--- src/rtl/i2c_target_rx.sv ---
// I2C write-only target: oversampled SCL/SDA, START/STOP decode, 7-bit address match,
// ACK generation and capture of up to MAX_BYTES bytes. Optional I2C_TARGET_GLITCH_FILTER_EN.
module i2c_target_rx #(
  parameter logic [6:0] ADDR       = 7'h60,
  parameter int         MAX_BYTES  = 4,
  parameter int         FILTER_LEN = 3
) (
  input  logic        CLK,
  input  logic        RESET,
  input  logic        SCL_IN,
  input  logic        SDA_IN,
  output logic        SDA_OE,
  output logic [31:0] RX_DATA,
  output logic [2:0]  RX_COUNT,
  output logic        RX_VALID,
  output logic        BUSY,
  output logic        OVERRUN,
  output logic [2:0]  state_dbg
);

  typedef enum logic [2:0] {
    S_IDLE, S_ADDR, S_ADDR_ACK, S_DATA, S_DATA_ACK, S_IGNORE
  } state_t;

  if (MAX_BYTES < 1 || MAX_BYTES > 4 || FILTER_LEN < 1) begin : g_param_check
    $error("i2c_target_rx: MAX_BYTES must be 1..4 and FILTER_LEN >= 1");
  end

  logic scl_s1, scl_s2, sda_s1, sda_s2;
  logic scl_f, sda_f, scl_q, sda_q;

  always_ff @(posedge CLK) begin
    if (RESET) begin
      scl_s1 <= 1'b1;
      scl_s2 <= 1'b1;
      sda_s1 <= 1'b1;
      sda_s2 <= 1'b1;
      scl_q  <= 1'b1;
      sda_q  <= 1'b1;
    end else begin
      scl_s1 <= SCL_IN;
      scl_s2 <= scl_s1;
      sda_s1 <= SDA_IN;
      sda_s2 <= sda_s1;
      scl_q  <= scl_f;
      sda_q  <= sda_f;
    end
  end

`ifdef I2C_TARGET_GLITCH_FILTER_EN
  // A new level is taken only after FILTER_LEN consecutive differing samples.
  logic [7:0] scl_run, sda_run;

  always_ff @(posedge CLK) begin
    if (RESET) begin
      scl_f   <= 1'b1;
      sda_f   <= 1'b1;
      scl_run <= '0;
      sda_run <= '0;
    end else begin
      if (scl_s2 == scl_f) begin
        scl_run <= '0;
      end else if (scl_run == 8'(FILTER_LEN - 1)) begin
        scl_f   <= scl_s2;
        scl_run <= '0;
      end else begin
        scl_run <= scl_run + 8'd1;
      end
      if (sda_s2 == sda_f) begin
        sda_run <= '0;
      end else if (sda_run == 8'(FILTER_LEN - 1)) begin
        sda_f   <= sda_s2;
        sda_run <= '0;
      end else begin
        sda_run <= sda_run + 8'd1;
      end
    end
  end
`else
  always_comb begin
    scl_f = scl_s2;
    sda_f = sda_s2;
  end
`endif

  logic scl_rise, scl_fall, start_det, stop_det;
  assign scl_rise  = scl_f & ~scl_q;
  assign scl_fall  = ~scl_f & scl_q;
  assign start_det = scl_f & scl_q & sda_q & ~sda_f;
  assign stop_det  = scl_f & scl_q & ~sda_q & sda_f;

  state_t      state, state_n;
  logic        sda_oe_q, oe_n, busy_q, busy_n, frame_end;
  logic [7:0]  shreg, rx_byte;
  logic [3:0]  bit_cnt;   // 0..7 data bits, 8 = byte done, 9 = skip NACK slot
  logic [2:0]  byte_cnt;
  logic [31:0] rx_buf;
  logic        ack_pend, addr_match;

  assign rx_byte    = {shreg[6:0], sda_f};
  assign addr_match = (shreg[7:1] == ADDR) && !shreg[0];

  always_comb begin
    state_n   = state;
    oe_n      = sda_oe_q;
    busy_n    = busy_q;
    frame_end = (start_det || stop_det) && (byte_cnt != 3'd0);
    if (start_det) begin
      state_n = S_ADDR;
      oe_n    = 1'b0;
      busy_n  = 1'b0;
    end else if (stop_det) begin
      state_n = S_IDLE;
      oe_n    = 1'b0;
      busy_n  = 1'b0;
    end else begin
      case (state)
        S_ADDR: if (scl_fall && bit_cnt == 4'd8) begin
          if (addr_match) begin
            state_n = S_ADDR_ACK;
            oe_n    = 1'b1;
            busy_n  = 1'b1;
          end else begin
            state_n = S_IGNORE;
            oe_n    = 1'b0;
          end
        end
        S_ADDR_ACK, S_DATA_ACK: if (scl_fall) begin
          state_n = S_DATA;
          oe_n    = 1'b0;
        end
        S_DATA: if (scl_fall && bit_cnt == 4'd8 && ack_pend) begin
          state_n = S_DATA_ACK;
          oe_n    = 1'b1;
        end
        default: ;
      endcase
    end
  end

  always_ff @(posedge CLK) begin
    if (RESET) begin
      state    <= S_IDLE;
      sda_oe_q <= 1'b0;
      busy_q   <= 1'b0;
      RX_DATA  <= '0;
      RX_COUNT <= '0;
      RX_VALID <= 1'b0;
      OVERRUN  <= 1'b0;
      shreg    <= '0;
      bit_cnt  <= '0;
      byte_cnt <= '0;
      rx_buf   <= '0;
      ack_pend <= 1'b0;
    end else begin
      state    <= state_n;
      sda_oe_q <= oe_n;
      busy_q   <= busy_n;
      RX_VALID <= frame_end;
      if (frame_end) begin
        RX_DATA  <= rx_buf;
        RX_COUNT <= byte_cnt;
      end
      if (start_det || stop_det) begin
        bit_cnt  <= '0;
        byte_cnt <= '0;
        rx_buf   <= '0;
        ack_pend <= 1'b0;
        if (start_det) OVERRUN <= 1'b0;
      end else if (scl_rise && (state == S_ADDR || state == S_DATA)) begin
        if (bit_cnt == 4'd9) begin
          bit_cnt <= '0;
        end else if (bit_cnt < 4'd8) begin
          shreg   <= rx_byte;
          bit_cnt <= bit_cnt + 4'd1;
          if (state == S_DATA && bit_cnt == 4'd7) begin
            if (byte_cnt < 3'(MAX_BYTES)) begin
              rx_buf   <= rx_buf | ({rx_byte, 24'h0} >> {byte_cnt, 3'b000});
              byte_cnt <= byte_cnt + 3'd1;
              ack_pend <= 1'b1;
            end else begin
              OVERRUN  <= 1'b1;
              ack_pend <= 1'b0;
            end
          end
        end
      end else if (scl_fall && bit_cnt == 4'd8) begin
        // An overflowing byte lets the master clock its NACK slot unsampled.
        bit_cnt <= (state == S_DATA && !ack_pend) ? 4'd9 : 4'd0;
      end
    end
  end

  // Reset gates the pull-down directly so SDA is freed without waiting for a clock.
  assign SDA_OE    = sda_oe_q & ~RESET;
  assign BUSY      = busy_q;
  assign state_dbg = state;

endmodule
--- config.mk ---
export PLATFORM = sky130hd
export DESIGN_NAME = i2c_target_rx
export DESIGN_NICKNAME = d
export VERILOG_FILES = /design/src/rtl/i2c_target_rx.sv
export SDC_FILE = /design/constraint.sdc
export NUM_CORES = 1
export LEC_CHECK = 0
export BUFFER_PORTS_ARGS = -buffer_cell sky130_fd_sc_hd__clkbuf_2
export CAP_MARGIN = 40
export CORE_MARGIN = 4
export CORE_UTILIZATION = 45
export DETAILED_ROUTE_END_ITERATION = 16
export SKIP_CTS_REPAIR_TIMING = 1
export SLEW_MARGIN = 20
export SYNTH_ARGS = -nofsm -noshare
export SYNTH_HDL_FRONTEND = slang
export SYNTH_SLANG_ARGS = --single-unit
--- constraint.sdc ---
create_clock -name CLK -period 3.4 [get_ports CLK]
set_input_delay 0.68 -clock CLK [delete_from_list [all_inputs] [get_ports CLK]]
set_output_delay 0.68 -clock CLK [all_outputs]
set_load 0.05 [all_outputs]
# After elaboration in Yosys (flattened, before gate mapping)
# Cells that the tools add are included.
[word_totals]
register_bits = 96
[classes]
add_sub_neg = 2
eq_ne = 18
shift = 1
order_cmp = 2
n_reduce_logical = 29
bitwise_logic = 16
n_mux = 25
[ops]
columns = ["cell", "count"]
rows = [
  ["OR 32 bit", 1],
  ["right shift 32 x 6 -> 32 bit", 1],
  ["2-to-1 mux 4 bit", 5],
  ["AND reduction 4 bit", 4],
  ["2-to-1 mux 1 bit", 14],
  ["2-to-1 mux 3 bit", 4],
  ["inequality test 2 bit (second input constant)", 6],
  ["inequality test 4 bit (second input constant)", 3],
  ["one-hot mux 3 bit (3 select lines)", 1],
  ["AND 1 bit", 8],
  ["== test 4 bit (second input constant)", 2],
  ["nonzero test 2 bit", 4],
  ["== test 7 bit (second input constant)", 1],
  ["logical AND 1 bit", 7],
  ["inverter 1 bit", 7],
  ["== test 3 x 2 -> 1 bit (second input constant)", 2],
  ["AND reduction 6 bit", 1],
  ["nonzero test 3 bit", 2],
  ["AND reduction 5 bit", 1],
  ["nonzero test 5 bit", 1],
  ["adder 4 x 1 -> 4 bit (second input constant)", 1],
  ["== test 4 x 3 -> 1 bit (second input constant)", 1],
  ["< comparator 4 bit (second input constant)", 1],
  ["OR reduction 2 bit", 2],
  ["other kinds (11)", 13],
]

# Longest topological paths before layout
# Gate-level depths: netlist (run 1).
[logic_depth]
ltp_word = 8
mapped_depth = 8

# Worst setup path before layout (run 1)
# OpenSTA, ideal clock, no wires.
[synth_path]
path_kind = "input-to-output"
start = "input port RESET"
end = "output port SDA_OE"
path_buffers = 1
arrival_ns = 1.569
setup_slack_ns = 1.151
cell_stages = 2
path_cell_list = "clkbuf_1 > nor2b_1"
[synth_between]
elab_chain_len = 2
[synth_lines]
columns = ["element", "line_no", "source"]
rows = [
  ["start: declaration", "9", "input logic RESET,"],
  ["inverter 1 bit", "195", "assign SDA_OE = sda_oe_q & ~RESET;"],
  ["AND 1 bit", "195", ""],
  ["end: declaration", "12", "output logic SDA_OE,"],
]
# No other way between the ends.

# Worst setup path in the final report (run 1)
# Ends and elaborated chain as after synthesis.

==> results.ini, run 1 <==
[power]
ir_drop_mv=0.2954
total_leakage_power_nw=1.558
pwr_density_cell_nw_per_um2=461.2

[synth]
synth-seq-cells=96
number_of_cells_produced_by_synthesis=405
synth_enable_flop_cells=0
synth_xor_area_share_pct=1.418
postSynthNetCount=411
syn_avg_cell_area_um2=9.148
synth_top_family_by_area=simple AND/OR/NAND/NOR gates
yosys.area_share.adder_pct=0.6754
syn_area_um2=3705
post_synth_mux_area_share_pct=0.2702
synth_cell_types=49
postSynth.topFlopCell=sky130_fd_sc_hd__dfxtp_1
synth_simple_gate_area_share_pct=21.48
seq_area_frac_synth_pct=51.87
synthesized_area_fraction_occupied_by_ao_oa_aoi_and_oai_cells_pct=20.36
share_of_synthesized_registers_carrying_an_async_set_or_reset_pct=0
ys_warn_count=0

[cells_and_area]
fillcell_total=807
design.final.nets=444
n_antenna_cell=0
areaGrowthSynthToFinish_pct=12.06
share_of_post_route_cells_with_drive_strength_above_1_pct=17.38
layoutNonFillerInstCount=545
final_core_utilization_pct=52.90

[global_route]
antenna_found_initial=0
track_usage_pct=16.96
first_global_vias=2735
grt_total_ovfl=0
largest_net_degree_at_the_start_of_global_routing=55
grt_pass1_wl_um=13610

[cts]
clk_pin_slew_ps=100
cts.htree.levels=3
clk_latency_ps=360
cts_buffer_depth=2
tritoncts.num_buffers=9
sinks_on_clock_net=96
cts_tree=yes
clock_tree.root_cell=sky130_fd_sc_hd__clkbuf_8

[sta]
setup_tns_ps=0
drv_slew=0
tightestPinTransition_ps=812.8
slew_headroom_pct=45.81
maxClockFrequency_ghz=0.4417
setup_viol_count_final=0
post-route-worst-setup-slack_ps=1136
fin_crit_sh_pct=66.59
final.min_clock_period_ps=2264
final_hold_viol_count=0
grt_setup_unrepaired=no
fin_worst_skew_ps=11.55

[min_path]
min-delay-path-class=flip-flop to flip-flop
worst_hold_path.num_cells=1
hold_path.startpoint=sda_s1
min_delay_worst_endpoint=sda_f

[route]
initial_drt_pass_iterations=4
detail_route.vias_per_cell=5.380
wl_per_cell_um=14.61
totalWireLength_um=7964
drt.antenna.violating_nets=0
routed-via-count=2932
detailedRoute.firstIterationViolations=127
drt_drc=0

[worst_setup_path]
crit_path_start_kind=primary input
critPathKind=primary input to output port
worst_setup_path_end_kind=output port
r2r_setup_slack_ps=1260
timing.rr.start=byte_cnt[1]
cpPeakStageDelay_ps=450
critical_path.top_delay_family=buffers and inverters
r2r-end=RX_DATA[16]
cp.buffers_inverters=3
critical-path-slowest-cell=sky130_fd_sc_hd__buf_4
timing.critical_path.fanout_max=54
crit_arrival_ps=1580
critical_path_cell_by_cell=clkbuf_2, buf_4, nor2b_1, clkbuf_2
timing.critical_path.required_ps=2720
critPathMostFrequentCell=sky130_fd_sc_hd__clkbuf_2
length_in_cells_of_the_worst_reg_to_reg_path=7

[status]
outcome=finished clean

[die]
dieArea_um2=9749
initial_utilization_pct=47.21
die_height_um=98.74
ios=46
floorplan.rows=32
die_w_um=98.74
coreArea_um2=7848

[place]
numPortBuffers=45
gp_routability_congestion=0.8198
hpwlAfterDp_um=5374
pre_cts_ws_ps=1123
dpl_cells=529

[job]
drv_cap=0

## per-layer routing
metal | track usage (%) | up-vias | wire length, um
li1 | - | 1490 | -
met1 | 24.00 | 1380 | 3891
met2 | 25.74 | 52 | 3635
met3 | 2.902 | 10 | 316
met4 | 6.828 | 0 | 121
met5 | 0 | - | 0
## kinds of logic (layout without fill, tap and decap cells)
kind of cell,after synthesis,count (layout)
AND/OR/NAND/NOR,152,152
AO/OA/AOI/OAI,115,115
flip-flops,96,96
buffers and inverters,33,71
XOR/XNOR,6,6
adder cells (fa/ha/maj),2,2
multiplexers,1,1
## layout make-up
class                           count  area (um2)  share of cell area (%)
Clock buffer                        9       123.9                   2.984
Clock inverter                      7       62.56                   1.507
Inverter                            6       22.52                  0.5425
Multi-Input combinational cell    276        1638                   39.45
Sequential cell                    96        1922                   46.29
Tap cell                          102       127.6                   3.074
Timing Repair Buffer               49       255.2                   6.148
## worst max path at each step
| stage | from | end | slack, ps | cells past startpoint |
|---|---|---|---|---|
| 3_3_place_gp | RESET | SDA_OE | 1140 | 4 |
| 5_1_grt | RESET | SDA_OE | 1030 | 4 |
| 3_5_place_dp | RESET | SDA_OE | 1120 | 4 |
| 2_1_floorplan | RESET | SDA_OE | 1150 | 2 |
| 4_1_cts | RESET | SDA_OE | 1110 | 4 |
| 6_report | RESET | SDA_OE | 1140 | 4 |
## stage by stage
| stage | area (um2) | hold WS (ps) | total power [W] |
|---|---|---|---|
| after floorplan | 3705 | 389.5 | 0.001220 |
| after global placement | 3965 | 392.2 | 0.001237 |
| after detailed placement | 3965 | 397.2 | 0.001238 |
| after CTS | 4151 | 421.3 | 0.001937 |
| after global routing | 4151 | 434.6 | 0.001995 |
| final | 4151 | 418.9 | 0.001915 |
## Yosys cell counts, types with 2 or more instances
cell	instances	share of area, %
sky130_fd_sc_hd__dfxtp_1	96	52
sky130_fd_sc_hd__nand2_1	81	8.2
sky130_fd_sc_hd__a21oi_1	51	6.9
sky130_fd_sc_hd__a22o_1	28	6.6
sky130_fd_sc_hd__clkbuf_1	17	1.7
sky130_fd_sc_hd__nor2_1	13	1.3
sky130_fd_sc_hd__o21ai_0	12	1.6
sky130_fd_sc_hd__and2_1	9	1.5
sky130_fd_sc_hd__nor2b_1	7	1.2
sky130_fd_sc_hd__a31oi_1	6	1.0
sky130_fd_sc_hd__and3_1	6	1.0
sky130_fd_sc_hd__or2_2	6	1.0
sky130_fd_sc_hd__buf_2	5	0.68
sky130_fd_sc_hd__inv_1	5	0.51
sky130_fd_sc_hd__nor3_1	5	0.68
sky130_fd_sc_hd__buf_4	4	0.81
sky130_fd_sc_hd__nand2b_1	4	0.68
sky130_fd_sc_hd__nand3_1	4	0.54
sky130_fd_sc_hd__xnor2_1	4	0.95
sky130_fd_sc_hd__nor3b_1	3	0.61
sky130_fd_sc_hd__nor4_4	3	1.7
sky130_fd_sc_hd__a211oi_1	2	0.41
sky130_fd_sc_hd__a21o_1	2	0.41
sky130_fd_sc_hd__a221oi_1	2	0.47
sky130_fd_sc_hd__a311oi_1	2	0.47
sky130_fd_sc_hd__a32o_1	2	0.54
sky130_fd_sc_hd__and3b_1	2	0.47
sky130_fd_sc_hd__ha_1	2	0.68
sky130_fd_sc_hd__xor2_1	2	0.47
## cell usage in the layout (no fill, tap or decap), drive strengths merged, types with 3 or more instances in the layout
master,count
nor4,4
nor3,5
or2,6
a31oi,6
a22o,28
and3,6
a21oi,52
o21ai,12
clkbuf,54
nand3,4
dfxtp,96
nand2,81
nand2b,4
and2,9
nor2,13
clkinvlp,3
buf,4
nor2b,7
inv,8
xnor2,4
nor3b,3
## state kept, by name, indices dropped and copies added, names as in the netlist, 3 cells and up
signal,flops
shreg,8
state_dbg,3
rx_buf,32
bit_cnt,4
RX_COUNT,3
RX_DATA,32
byte_cnt,3
## report_power, final
| part | switching, W | total (W) | internal (W) |
|---|---|---|---|
| clock network | 0.000424 | 0.000704 | 0.000280 |
| logic | 0.0000506 | 0.0000679 | 0.0000173 |
| registers | 0.0000134 | 0.00114 | 0.00113 |
| total | 0.000488 | 0.00191 | 0.00143 |
Power figures use the tool's default switching activity.
==> run 2: changes to the inputs <==
clock period = 2.22 ns   (was 3.4 ns; I/O delays follow)
==> run 2 against run 1 <==
  * Critical path depth is the same
  * Wire length shrank 1.4%
  * Combinational power grew 72%
  * Sequential cell count is the same
  * Total power grew 55%
  * Count of clock-buffer cells in the layout is the same
  * Die area is the same
  * Hold slack lost 160 ps
  * Register-to-register slack lost 970 ps
  * Core utilization grew 1.3 points
  * Global-route usage shrank 0.28 points
  * Critical path type is now flip-flop to flip-flop
  * Largest cell class unchanged
==> results.ini, run 2 (same netlist as run 1, synthesis figures left out) <==
[sta]
grt_setup_unrepaired=no  ; unchanged
final_hold_viol_count=0  ; unchanged
setup_viol_count_final=0  ; unchanged
drv_slew=0  ; unchanged
tightestPinTransition_ps=503.2  ; was 812.8 ps
slew_headroom_pct=66.20  ; was 45.81%
fin_crit_sh_pct=86.76
maxClockFrequency_ghz=0.5192
final.min_clock_period_ps=1926
post-route-worst-setup-slack_ps=294.0  ; was 1136 ps
setup_tns_ps=0  ; unchanged
fin_worst_skew_ps=10.84  ; was 11.55 ps

[cells_and_area]
most_common_library_cell_in_the_layout_ignoring_fill_and_taps=sky130_fd_sc_hd__dfxtp_1  ; unchanged
area.sequential_um2=1922  ; unchanged
areaGrowthSynthToFinish_pct=14.89  ; was 12.06%
largestRegisters=RX_DATA: 32 flops, rx_buf: 32 flops, shreg: 8 flops  ; unchanged
finish.instance_area_um2=4257  ; was 4151 um2
fillcell_total=763  ; was 807
layout.cells.most_common_list=sky130_fd_sc_hd__dfxtp_1 (96), sky130_fd_sc_hd__nand2_1 (81), sky130_fd_sc_hd__a21oi_1 (51), sky130_fd_sc_hd__clkbuf_2 (45), sky130_fd_sc_hd__a22o_1 (28)  ; unchanged
share_of_post_route_cells_with_drive_strength_above_1_pct=19.38  ; was 17.38%
multi_input_comb_area_um2=1638  ; unchanged
final_core_utilization_pct=54.24  ; was 52.90%
design.final.nets=455  ; was 444
n_antenna_cell=0  ; unchanged

[global_route]
largest_net_degree_at_the_start_of_global_routing=35  ; was 55
antenna_found_initial=0  ; unchanged
first_global_vias=2807  ; was 2735
track_usage_pct=16.68  ; was 16.96%
grt_pass1_wl_um=13410  ; was 13610 um
grt_total_ovfl=0  ; unchanged

[worst_setup_path]
critical_path.top_delay_family=simple AND/OR/NAND/NOR gates  ; was buffers and inverters
length_in_cells_of_the_worst_reg_to_reg_path=4  ; was 7
cpPeakStageDelay_ps=590  ; was 450 ps
critical-path-slowest-cell=sky130_fd_sc_hd__dfxtp_1  ; was sky130_fd_sc_hd__buf_4
crit_path_start_kind=flip-flop  ; was primary input
timing.rr.start=state_dbg[0]  ; was byte_cnt[1]
critPathKind=flip-flop to flip-flop  ; was primary input to output port
critical_path_cell_count=4  ; unchanged
timing.critical_path.fanout_max=13  ; was 54
r2r-end=rx_buf[11]  ; was RX_DATA[16]
cp.buffers_inverters=0  ; was 3
timing.critical_path.required_ps=2530  ; was 2720 ps
r2r_setup_slack_ps=290  ; was 1260 ps
critical_path_cell_by_cell=and4bb_1, nand4_2, nor4_4, a22o_1  ; was clkbuf_2, buf_4, nor2b_1, clkbuf_2
worst_setup_path_end_kind=flip-flop  ; was output port
crit_arrival_ps=2230  ; was 1580 ps

[min_path]
min-delay-path-class=primary input to flip-flop  ; was flip-flop to flip-flop
hold_path.startpoint=SCL_IN  ; was sda_s1
min_delay_worst_endpoint=scl_s1  ; was sda_f
worst_hold_path.num_cells=2  ; was 1

[die]
initial_utilization_pct=47.21  ; unchanged
dieArea_um2=9749  ; unchanged
die_w_um=98.74  ; unchanged
floorplan.rows=32  ; unchanged
ios=46  ; unchanged
die_height_um=98.74  ; unchanged
coreArea_um2=7848  ; unchanged

[place]
pre_cts_ws_ps=289.5  ; was 1123 ps
numPortBuffers=45  ; unchanged
hpwlAfterDp_um=5585  ; was 5374 um
place_area_um2=4060  ; was 3965 um2
gp_routability_congestion=0.8782  ; was 0.8198

[power]
ir_drop_mv=0.2759  ; was 0.2954 mV
total_leakage_power_nw=1.625  ; was 1.558 nW
pwr_density_cell_nw_per_um2=697.5  ; was 461.2 nW/um2
post-layout-total-power_w=0.002969  ; was 0.001915 W

[status]
outcome=finished clean  ; unchanged

[route]
wl_per_cell_um=14.13  ; was 14.61 um
drt.antenna.violating_nets=0  ; unchanged
routed-via-count=2943  ; was 2932
drt_drc=0  ; unchanged
totalWireLength_um=7854  ; was 7964 um
detailedRoute.firstIterationViolations=79  ; was 127
detail_route.vias_per_cell=5.293  ; was 5.380
initial_drt_pass_iterations=4  ; unchanged

[cts]
sinks_on_clock_net=96  ; unchanged
cts_buffer_depth=2  ; unchanged
tritoncts.num_buffers=9  ; unchanged
cts.htree.levels=3  ; unchanged
cts_tree=yes  ; unchanged
clk_latency_ps=360  ; about the same
clock_tree.root_cell=sky130_fd_sc_hd__clkbuf_8  ; unchanged
clk_pin_slew_ps=100  ; about the same

[job]
drv_cap=0  ; unchanged

run 2: changes by cell type in the layout (fill, tap and decap cells not counted), sizes merged:
cell,delta
clkinvlp,-2
clkinv,+2
buf,+11
run 2: power breakdown:
part	internal (W)	switching [W]
Sequential	0.00173	0.0000186
Clock	0.000440	0.000664
Combinational	0.0000351	0.0000814
run 2: through the flow:
| step | instances | hold slack [ps] |
|---|---|---|
| after floorplan | 405 | 389.5 |
| after global placement | 540 | 392.5 |
| after detailed placement | 540 | 397.5 |
| after CTS | 556 | 246.1 |
| after global routing | 556 | 260.0 |
| final | 556 | 262.6 |
run 2: worst max-delay path by stage:
stage                       from           end
detailed placement  state_dbg[0]    rx_buf[11]
floorplan           state_dbg[1]  state_dbg[2]
CTS                 state_dbg[0]    rx_buf[11]
global route        state_dbg[0]    rx_buf[11]
finish              state_dbg[0]    rx_buf[11]
global placement    state_dbg[0]     rx_buf[9]
run 2: layer usage:
| metal | up-vias | track usage, % | wire [um] |
|---|---|---|---|
| met5 | - | 0 | 0 |
| met4 | 0 | 6.828 | 151 |
| met3 | 16 | 2.972 | 248 |
| met2 | 49 | 26.57 | 3583 |
| met1 | 1361 | 22.38 | 3871 |
| li1 | 1517 | - | - |
run 2: layout make-up:
| type | instances | area share, % |
|---|---|---|
| flip-flops and latches | 96 | 45.15 |
| clock inverters | 7 | 1.705 |
| well taps | 102 | 2.998 |
| inverters | 6 | 0.5291 |
| clock buffers | 9 | 2.910 |
| repair buffers | 60 | 8.230 |
| multi-input cells | 276 | 38.48 |
